## src/rtl/rotary_pkg.sv

```systemverilog
// Shared types and constants for the rotary encoder front end.
package rotary_pkg;

  typedef enum logic [2:0] {
    StRest,
    StCw1,
    StCw2,
    StCw3,
    StCcw1,
    StCcw2,
    StCcw3,
    StResync
  } quad_state_t;

  typedef logic [1:0] step_sel_t;

  localparam int unsigned ACCEL_MULT = 4;

  localparam int unsigned STEP0_DEF = 1;
  localparam int unsigned STEP1_DEF = 10;
  localparam int unsigned STEP2_DEF = 100;

endpackage

```

## src/rtl/rot_debounce.sv

```systemverilog
// Two-flop synchroniser followed by a stability filter; the output follows the
// pin only after DEB_CYCLES consecutive identical synchronised samples.
module rot_debounce #(
  parameter int unsigned DEB_CYCLES = 16,
  parameter logic        RST_VAL    = 1'b0
) (
  input  logic clk,
  input  logic rst_n,
  input  logic din,
  output logic dout
);

  localparam int unsigned RW = $clog2(DEB_CYCLES + 1);
  localparam logic [RW-1:0] RUN_MAX = RW'(DEB_CYCLES);

  logic          sync1_q, sync2_q;
  logic          prev_q, prev_d;
  logic [RW-1:0] run_q, run_d;
  logic          lvl_q, lvl_d;

  always_comb begin
    prev_d = prev_q;
    run_d  = run_q;
    lvl_d  = lvl_q;
    if (sync2_q != prev_q) begin
      prev_d = sync2_q;
      run_d  = RW'(1);
    end else if (run_q < RUN_MAX) begin
      run_d = run_q + RW'(1);
    end
    if (run_d == RUN_MAX) lvl_d = prev_d;
  end

  // Run counter starts saturated so the reset level is already "stable".
  always_ff @(posedge clk or negedge rst_n) begin
    if (!rst_n) begin
      sync1_q <= RST_VAL;
      sync2_q <= RST_VAL;
      prev_q  <= RST_VAL;
      run_q   <= RUN_MAX;
      lvl_q   <= RST_VAL;
    end else begin
      sync1_q <= din;
      sync2_q <= sync1_q;
      prev_q  <= prev_d;
      run_q   <= run_d;
      lvl_q   <= lvl_d;
    end
  end

  assign dout = lvl_q;

endmodule

```

## src/rtl/rotary_value_ctrl.sv

```systemverilog
// Rotary encoder front end: debounce, quadrature detent decode, saturating setpoint
// with step table and mode floor, periodic publish. Define ROT_ACCEL_EN for 4x acceleration.
module rotary_value_ctrl
  import rotary_pkg::*;
#(
  parameter int unsigned VAL_W      = 11,
  parameter int unsigned VAL_MAX    = 1800,
  parameter int unsigned ALT_MODE   = 4,
  parameter int unsigned ALT_MIN    = 800,
  parameter int unsigned STEP0      = STEP0_DEF,
  parameter int unsigned STEP1      = STEP1_DEF,
  parameter int unsigned STEP2      = STEP2_DEF,
  parameter int unsigned DEB_CYCLES = 16,
  parameter int unsigned UPDATE_DIV = 2400,
  parameter int unsigned ACCEL_WIN  = 50000
) (
  input  logic             Fg_CLK,
  input  logic             RESETn,
  input  logic             Rot_A,
  input  logic             Rot_B,
  input  logic             Rot_C,
  input  logic [2:0]       Mode,
  output logic [VAL_W-1:0] Value,
  output logic             ValChng,
  output logic [1:0]       StepSel
);

  localparam int unsigned W  = VAL_W + 1;
  localparam int unsigned DW = (UPDATE_DIV > 1) ? $clog2(UPDATE_DIV) : 1;
  localparam logic [W-1:0]  VAL_MAX_W = W'(VAL_MAX);
  localparam logic [W-1:0]  ALT_MIN_W = W'(ALT_MIN);
  localparam logic [DW-1:0] DIV_LAST  = DW'(UPDATE_DIV - 1);

  logic a_deb, b_deb, c_deb;

  rot_debounce #(.DEB_CYCLES(DEB_CYCLES), .RST_VAL(1'b1)) u_deb_a (
    .clk(Fg_CLK), .rst_n(RESETn), .din(Rot_A), .dout(a_deb));
  rot_debounce #(.DEB_CYCLES(DEB_CYCLES), .RST_VAL(1'b1)) u_deb_b (
    .clk(Fg_CLK), .rst_n(RESETn), .din(Rot_B), .dout(b_deb));
  rot_debounce #(.DEB_CYCLES(DEB_CYCLES), .RST_VAL(1'b0)) u_deb_c (
    .clk(Fg_CLK), .rst_n(RESETn), .din(Rot_C), .dout(c_deb));

  quad_state_t      state_q, state_d;
  logic             cw_evt, ccw_evt;
  logic [1:0]       ab;
  logic [VAL_W-1:0] count_q, count_d;
  step_sel_t        step_sel_q, step_sel_d;
  logic             c_prev_q;
  logic [DW-1:0]    div_q;
  logic             tick;
  logic [VAL_W-1:0] value_q;
  logic             val_chng_q;
  logic             alt;
  logic [W-1:0]     step_base, step_w, floor_w, count_ext, sum_w;
  logic             accel;

  assign ab = {a_deb, b_deb};

  // Each state remembers the AB code it was entered on; a two-bit jump is a loss of sync.
  always_comb begin
    state_d = state_q;
    cw_evt  = 1'b0;
    ccw_evt = 1'b0;
    unique case (state_q)
      StRest: case (ab)
        2'b10: state_d = StCw1;
        2'b01: state_d = StCcw1;
        2'b00: state_d = StResync;
        default: ;
      endcase
      StCw1: case (ab)
        2'b00: state_d = StCw2;
        2'b11: state_d = StRest;
        2'b01: state_d = StResync;
        default: ;
      endcase
      StCw2: case (ab)
        2'b01: state_d = StCw3;
        2'b10: state_d = StCw1;
        2'b11: state_d = StResync;
        default: ;
      endcase
      StCw3: case (ab)
        2'b11: begin state_d = StRest; cw_evt = 1'b1; end
        2'b00: state_d = StCw2;
        2'b10: state_d = StResync;
        default: ;
      endcase
      StCcw1: case (ab)
        2'b00: state_d = StCcw2;
        2'b11: state_d = StRest;
        2'b10: state_d = StResync;
        default: ;
      endcase
      StCcw2: case (ab)
        2'b10: state_d = StCcw3;
        2'b01: state_d = StCcw1;
        2'b11: state_d = StResync;
        default: ;
      endcase
      StCcw3: case (ab)
        2'b11: begin state_d = StRest; ccw_evt = 1'b1; end
        2'b00: state_d = StCcw2;
        2'b01: state_d = StResync;
        default: ;
      endcase
      StResync: if (ab == 2'b11) state_d = StRest;
      default: state_d = StRest;
    endcase
  end

`ifdef ROT_ACCEL_EN
  localparam int unsigned TW = $clog2(ACCEL_WIN + 1);
  localparam logic [TW-1:0] ACCEL_WIN_T = TW'(ACCEL_WIN);

  logic [TW-1:0] timer_q;
  logic          last_cw_q;

  assign accel = (timer_q < ACCEL_WIN_T) &&
                 ((cw_evt && last_cw_q) || (ccw_evt && !last_cw_q));

  // Timer starts saturated so the first detent after reset is never accelerated.
  always_ff @(posedge Fg_CLK or negedge RESETn) begin
    if (!RESETn) begin
      timer_q   <= ACCEL_WIN_T;
      last_cw_q <= 1'b0;
    end else if (cw_evt || ccw_evt) begin
      timer_q   <= '0;
      last_cw_q <= cw_evt;
    end else if (timer_q < ACCEL_WIN_T) begin
      timer_q <= timer_q + TW'(1);
    end
  end
`else
  assign accel = 1'b0;
`endif

  always_comb begin
    case (step_sel_q)
      2'd0:    step_base = W'(STEP0);
      2'd1:    step_base = W'(STEP1);
      default: step_base = W'(STEP2);
    endcase
    step_w    = accel ? step_base * W'(ACCEL_MULT) : step_base;
    alt       = ({29'd0, Mode} == ALT_MODE);
    floor_w   = alt ? ALT_MIN_W : '0;
    count_ext = {1'b0, count_q};
    sum_w     = count_ext + step_w;
    count_d   = count_q;
    if (alt && count_ext < ALT_MIN_W) begin
      count_d = ALT_MIN_W[VAL_W-1:0];
    end else if (cw_evt) begin
      count_d = (sum_w > VAL_MAX_W) ? VAL_MAX_W[VAL_W-1:0] : sum_w[VAL_W-1:0];
    end else if (ccw_evt) begin
      count_d = (count_ext >= step_w + floor_w) ? VAL_W'(count_ext - step_w)
                                                : floor_w[VAL_W-1:0];
    end
  end

  always_comb begin
    step_sel_d = step_sel_q;
    if (c_deb && !c_prev_q) step_sel_d = (step_sel_q == 2'd2) ? 2'd0 : step_sel_q + 2'd1;
  end

  assign tick = (div_q == DIV_LAST);

  always_ff @(posedge Fg_CLK or negedge RESETn) begin
    if (!RESETn) begin
      state_q    <= StRest;
      count_q    <= '0;
      step_sel_q <= 2'd0;
      c_prev_q   <= 1'b0;
      div_q      <= '0;
      value_q    <= '0;
      val_chng_q <= 1'b0;
    end else begin
      state_q    <= state_d;
      count_q    <= count_d;
      step_sel_q <= step_sel_d;
      c_prev_q   <= c_deb;
      div_q      <= tick ? '0 : div_q + DW'(1);
      val_chng_q <= tick && (count_q != value_q);
      if (tick) value_q <= count_q;
    end
  end

  assign Value   = value_q;
  assign ValChng = val_chng_q;
  assign StepSel = step_sel_q;

endmodule
```

## config.mk

```make
export PLATFORM = sky130hd
export DESIGN_NAME = rotary_value_ctrl
export DESIGN_NICKNAME = d
export VERILOG_FILES = /design/src/rtl/rotary_pkg.sv /design/src/rtl/rot_debounce.sv /design/src/rtl/rotary_value_ctrl.sv
export SDC_FILE = /design/constraint.sdc
export NUM_CORES = 1
export LEC_CHECK = 0
export ABC_CLOCK_PERIOD_IN_PS = 3760
export CAP_MARGIN = 30
export CORE_MARGIN = 3
export CORE_UTILIZATION = 31
export CTS_CLUSTER_DIAMETER = 120
export DETAILED_ROUTE_END_ITERATION = 8
export HOLD_SLACK_MARGIN = 0.1
export PLACE_DENSITY = 0.56
export SLEW_MARGIN = 5
export SYNTH_ARGS = -nofsm -noshare
export SYNTH_HDL_FRONTEND = slang
export SYNTH_SLANG_ARGS = --single-unit
```

## constraint.sdc

```tcl
create_clock -name Fg_CLK -period 3.76 [get_ports Fg_CLK]
set_input_delay 0.94 -clock Fg_CLK [delete_from_list [all_inputs] [get_ports Fg_CLK]]
set_output_delay 0.94 -clock Fg_CLK [all_outputs]
set_load 0.01 [all_outputs]
```

After elaboration in Yosys (flattened, before gate mapping)
Cells that the tools add are included.
{ "totals": {"regBits": 68, "latch_bits": 0, "ramBits": 0, "rom_bits": 0, "input_bits": 8, "out_inout_bits": 14, "elab_cells": 104, "n_memories": 0} }
{ "classes": {"n_addsub": 8, "multipliers": 0, "div": 0, "n_lt_le_gt_ge": 6, "n_eq_ne": 29, "shifts": 0, "mux": 30, "bitwise": 0, "n_reduce_logical": 9} }
{ "ops": {"columns": ["cell", "count"], "rows": [
  ["one-hot mux 3 bit (3 select lines)", 7],
  ["2-to-1 mux 11 bit", 5],
  ["2-to-1 mux 5 bit", 6],
  ["!= test 4 bit (second input constant)", 6],
  ["one-hot mux 3 bit (8 select lines)", 1],
  ["adder 5 x 1 -> 5 bit (second input constant)", 3],
  ["equality test 3 bit (second input constant)", 5],
  ["equality test 5 bit (second input constant)", 3],
  ["< comparator 5 bit (second input constant)", 3],
  ["one-hot mux 7 bit (2 select lines)", 1],
  ["adder 11 x 12 -> 12 bit", 1],
  ["adder 12 x 1 -> 12 bit (second input constant)", 1],
  ["adder 12 x 10 -> 12 bit", 1],
  ["equality test 12 bit (second input constant)", 1],
  [">= comparator 11 x 12 -> 1 bit", 1],
  ["> comparator 12 x 11 -> 1 bit (second input constant)", 1],
  ["2-to-1 mux 12 bit", 1],
  ["< comparator 11 x 10 -> 1 bit (second input constant)", 1],
  ["!= test 11 bit", 1],
  ["subtractor 11 bit", 1],
  ["2-to-1 mux 10 bit", 1],
  ["AND reduction 8 bit", 1],
  ["equality test 2 bit (second input constant)", 3],
  ["equality test 3 x 2 -> 1 bit (second input constant)", 2],
  ["14 further kinds", 25]
]} }

Longest topological paths before layout
{ "depth": {"word_depth": 8, "depth_mapped": 14} }

Modules after synthesis
Synthesis repeated with hierarchy kept, for this count alone.
{ "hier_totals": {"hier_cells": 491, "area_unflattened_um2": 4677.0} }
{ "by_module_without_submodules": {"columns": ["mod", "n_inst", "cells_each", "area_each_um2", "seq_area_each_um2"], "rows": [
  ["rotary_value_ctrl", 1, 389, 3334.4, 1026.0],
  ["rot_debounce (u_deb_a ...)", 2, 34, 449.2, 231.5],
  ["rot_debounce (u_deb_c)", 1, 34, 444.2, 226.5]
]} }

Worst setup path before layout
OpenSTA, ideal clock, no wires.
{ "synth_path": {"path_type": "input-to-reg", "startpoint": "in Mode[1]", "endpoint": "reg count_q[2]", "arrival_time_ns": 3.129, "required_time_ns": 3.628, "slack_ns": 0.499, "stages": 11, "cell_sequence": "or3b_2 > clkbuf_1 > ha_1 > ha_1 > a41o_1 > o21ai_0 > nand3_1 > nand2_1 > nor2_1 > a221oi_1 > a21oi_1"} }
{ "synth_via": {"elab_chain_cells": 8} }
{ "synth_lines": {"columns": ["element", "line", "text"], "rows": [
  ["start: declaration", "rotary_value_ctrl.sv:22", "input logic [2:0] Mode,"],
  ["equality test 3 bit *", "rotary_value_ctrl.sv:145", "alt = ({29'd0, Mode} == ALT_MODE);"],
  ["2-to-1 mux 10 bit", "rotary_value_ctrl.sv:146", "floor_w = alt ? ALT_MIN_W : '0;"],
  ["adder 12 x 10 -> 12 bit", "rotary_value_ctrl.sv:155", "count_d = (count_ext >= step_w + floor_w) ? VAL_W'(count_ext - step_w)"],
  [">= comparator 11 x 12 -> 1 bit", "rotary_value_ctrl.sv:155", null],
  ["2-to-1 mux 11 bit", "rotary_value_ctrl.sv:155", null],
  ["2-to-1 mux 11 bit", "rotary_value_ctrl.sv:154", "end else if (ccw_evt) begin"],
  ["2-to-1 mux 11 bit", "rotary_value_ctrl.sv:152", "end else if (cw_evt) begin"],
  ["2-to-1 mux 11 bit", "rotary_value_ctrl.sv:150", "if (alt && count_ext < ALT_MIN_W) begin"],
  ["end signal: assignment", "rotary_value_ctrl.sv:178", "count_q <= count_d;"],
  ["end: declaration", "rotary_value_ctrl.sv:46", "logic [VAL_W-1:0] count_q, count_d;"]
]} }
Every way passes the cells marked *; elsewhere a longest branch is shown, timed or not. The select of a mux whose other input is x is not followed.
A chain may end at the register's enable or synchronous reset.

Final worst setup path
{ "layout_path": {"startpoint": "in Mode[2]", "endpoint": "reg count_q[7]"} }
The elaborated chain is that of the path after synthesis.

==> flow_metrics.py <==
metrics = {
    "status": {
        "outcome": "complete, no violations",
    },
    "critical_path": {
        "critPathRequiredTime_ns": 3.93,
        "critPathLaunchType": "primary input",
        "crit_type": "primary input to register",
        "slowest_stage": "or3b_2",
        "crit_chain": "clkdlybuf4s50_1 -> or3b_2 -> ha_1 -> ha_1 -> a41o_1 -> o21ai_0 -> nand3_1 -> nand2_1 -> nor2_1 -> a221oi_1 -> a41oi_1",
        "cpPeakStageDelay_ns": 0.50,
        "arrival_ns": 3.68,
        "crit_fanout": 6,
        "crit_buf_inv": 1,
        "critPathCaptureType": "register",
        "critPathMostFrequentCell": "ha_1",
        "critical-path-top-delay-family": "simple AND/OR/NAND/NOR gates",
    },
    "routing": {
        "via_per_inst": 5.21,
        "drt_iter0_markers": 253,
        "wl_um": 10800,
        "wl_per_cell_um": 15.8,
        "routed-via-count": 3556,
        "drc": 0,
        "drt.antenna.violating_nets": 0,
        "dr.pass1.iters": 5,
    },
    "yosys": {
        "syn_area_per_cell_um2": 9.49,
        "synthFlopType": "dfrtp_1",
        "yosys.area.top_type": "dfrtp_1",
        "synth_top_area_frac": 0.316,
        "synth_seq_area_share": 0.381,
        "netlist_area_um2": 4510,
        "synthTopCellsByCount": "dfrtp_1 (57), nand2_1 (53), ha_1 (34), nor2_1 (33), inv_1 (24)",
        "synth_edf_count": 0,
        "yosysMostFrequentCell": "dfrtp_1",
        "yosys-top-cells-area": "dfrtp_1 (32%), ha_1 (9.4%), dfstp_2 (6.4%)",
        "ys_types": 79,
        "syn-num-nets": 519,
        "synthArstFlopShare": 1.00,
        "synth-seq-cells": 68,
        "yosys_warnings": 0,
        "syn_inst": 475,
    },
    "timing": {
        "finalClockSkew_ns": 0.00922,
        "hold_viol": 0,
        "fmax_mhz": 285,
        "slew_headroom": 0.545,
        "whs_ns": 0.349,
        "slew_viol_final": 0,
        "finalCritPeriodShare": 0.932,
        "setup_violations": 0,
        "fin_crit_ns": 3.51,
        "grt_setup_unrepaired": "false",
        "tightest_slew_ns": 0.682,
    },
    "power_and_ir_drop": {
        "combPwrFrac": 0.266,
        "finalPower_mw": 2.36,
        "p_switching_mw": 0.789,
        "p_sw_frac": 0.335,
        "p_per_area_nw_per_um2": 458,
        "pwr-share-clk": 0.336,
        "power_leakage_nw": 2.26,
        "power_frac_seq": 0.398,
        "peakVddDrop_v": 0.000220,
        "internal-power_mw": 1.57,
    },
    "clock_network": {
        "hold_buffers": 0,
        "cts-root-buf": "clkbuf_16",
        "postCtsSetupBuffers": 0,
        "cts_buffers": 9,
        "cts.sinks": 68,
        "cts_resized": 0,
        "clk_pin_slew_worst_paths_ns": 0.06,
        "clockBufferDepth": 2,
        "clkLatencyLatePin_ns": 0.34,
        "htree_levels": 3,
        "cts_tree": "yes",
    },
    "placed_design": {
        "dpl.cell_count": 666,
        "place.gp.congestion": 0.850,
        "numPortBuffers": 21,
        "dpl.hpwl_um": 7970,
        "dpl_cell_area_um2": 4860,
    },
    "floorplanning": {
        "fp.dieW_um": 127,
        "fp.dieH_um": 127,
        "rows": 43,
        "initial_core_util": 0.321,
        "ios": 22,
        "coreArea_um2": 14000,
        "die_area_um2": 16000,
    },
    "finish": {
        "final_cells": 682,
        "syn2layout_area_growth_pct": 14.1,
        "nets": 541,
        "drive_gt1_frac": 0.120,
        "finalInstanceArea_um2": 5140,
        "diodes": 0,
    },
    "grt": {
        "overflow": 0,
        "grt_pass1_wl_um": 18000,
        "grt_use_total": 0.140,
        "antenna_found_initial": 0,
        "grt_start_max_net_pins": 56,
        "grt_pass1_vias": 3527,
    },
    "min_path": {
        "worst_hold_path_type": "register to register",
    },
    "run": {
        "drv_cap": 0,
    },
}
[cell families (layout without fill, tap and decap cells)]
family,after synthesis,in the layout,synth area share
XOR/XNOR,40,40,0.0777
flip-flops,68,68,0.381
AO/OA/AOI/OAI,104,104,0.166
adder cells (fa/ha/maj),36,36,0.103
AND/OR/NAND/NOR,176,176,0.203
multiplexers,7,7,0.0164
buffers and inverters,44,71,0.0525
[routing by layer]
| metal | wire [µm] | up-vias | GRT usage |
|---|---|---|---|
| met5 | 0 | - | 0 |
| met4 | 250 | 0 | 0.0587 |
| met3 | 607 | 15 | 0.0316 |
| met2 | 4780 | 100 | 0.217 |
| met1 | 5140 | 1708 | 0.188 |
| li1 | - | 1733 | - |
[cell usage in the layout (no fill, tap or decap), types with 10 or more instances in the layout]
| master | instances |
|---|---|
| dfrtp_1 | 57 |
| nand2_1 | 53 |
| ha_1 | 34 |
| nor2_1 | 33 |
| inv_1 | 24 |
| o21ai_0 | 23 |
| xnor2_1 | 20 |
| xor2_1 | 20 |
| clkdlybuf4s50_1 | 20 |
| a21oi_1 | 16 |
| nand3_1 | 12 |
| and2_1 | 11 |
| dfstp_2 | 11 |
| nor3_1 | 10 |
[power by group through the flow]
stage	logic [mW]	clock network [mW]	registers [mW]
3_3_place_gp	0.606	0	0.942
3_5_place_dp	0.621	0	0.948
5_1_grt	0.709	0.838	0.953
4_1_cts	0.624	0.820	0.935
6_report	0.627	0.791	0.938
2_1_floorplan	0.532	0	0.887
[through the flow]
stage	setup TNS [ns]	setup slack, ns	util
6_report	0	0.254	0.366
5_1_grt	0	0.0637	0.366
4_1_cts	0	0.297	0.366
3_5_place_dp	-0.0794	-0.0500	0.346
3_3_place_gp	0	0.0174	0.346
2_1_floorplan	0	0.499	-
[worst reg2reg max path: stages, from the launching register on]
cell	delay, ns
dfrtp_1	0.38
nor2_1	0.08
buf_4	0.14
ha_1	0.21
fa_1	0.47
nand2b_1	0.12
a21oi_1	0.12
a311oi_4	0.47
nand4_2	0.15
o211ai_2	0.17
a21oi_2	0.13
a31oi_2	0.41
o21ai_0	0.18
[cell type report]
| class | count | area [µm²] |
|---|---|---|
| inverters | 25 | 93.8 |
| multi-input cells | 363 | 2550 |
| flip-flops and latches | 68 | 1720 |
| clock buffers | 10 | 239 |
| clock inverters | 6 | 40.0 |
| well taps | 180 | 225 |
| fillers | 1377 | 8900 |
| repair buffers | 30 | 273 |
[flip-flops by register name (all words and copies together), names as in the netlist, 2 cells and up]
register       cells
count_q           11
u_deb_c.run_q      5
Value             11
u_deb_a.run_q      5
div_q             12
u_deb_b.run_q      5
state_q            3
StepSel            2
[worst paths after layout]
| check | start | end | slack, ns | cells past startpoint |
|---|---|---|---|---|
| min reg2reg | u_deb_a.sync1_q | u_deb_a.sync2_q | 0.35 | 0 |
| max | Mode[2] | count_q[7] | 0.25 | 11 |
| max reg2reg | StepSel[1] | count_q[1] | 0.60 | 12 |
| min | u_deb_a.sync1_q | u_deb_a.sync2_q | 0.35 | 0 |
| min in group asynchronous | RESETn | count_q[8] | 0.52 | 1 |
| max in group asynchronous | RESETn | count_q[0] | 2.22 | 2 |
No activity file was read; power rests on OpenSTA's default activity.
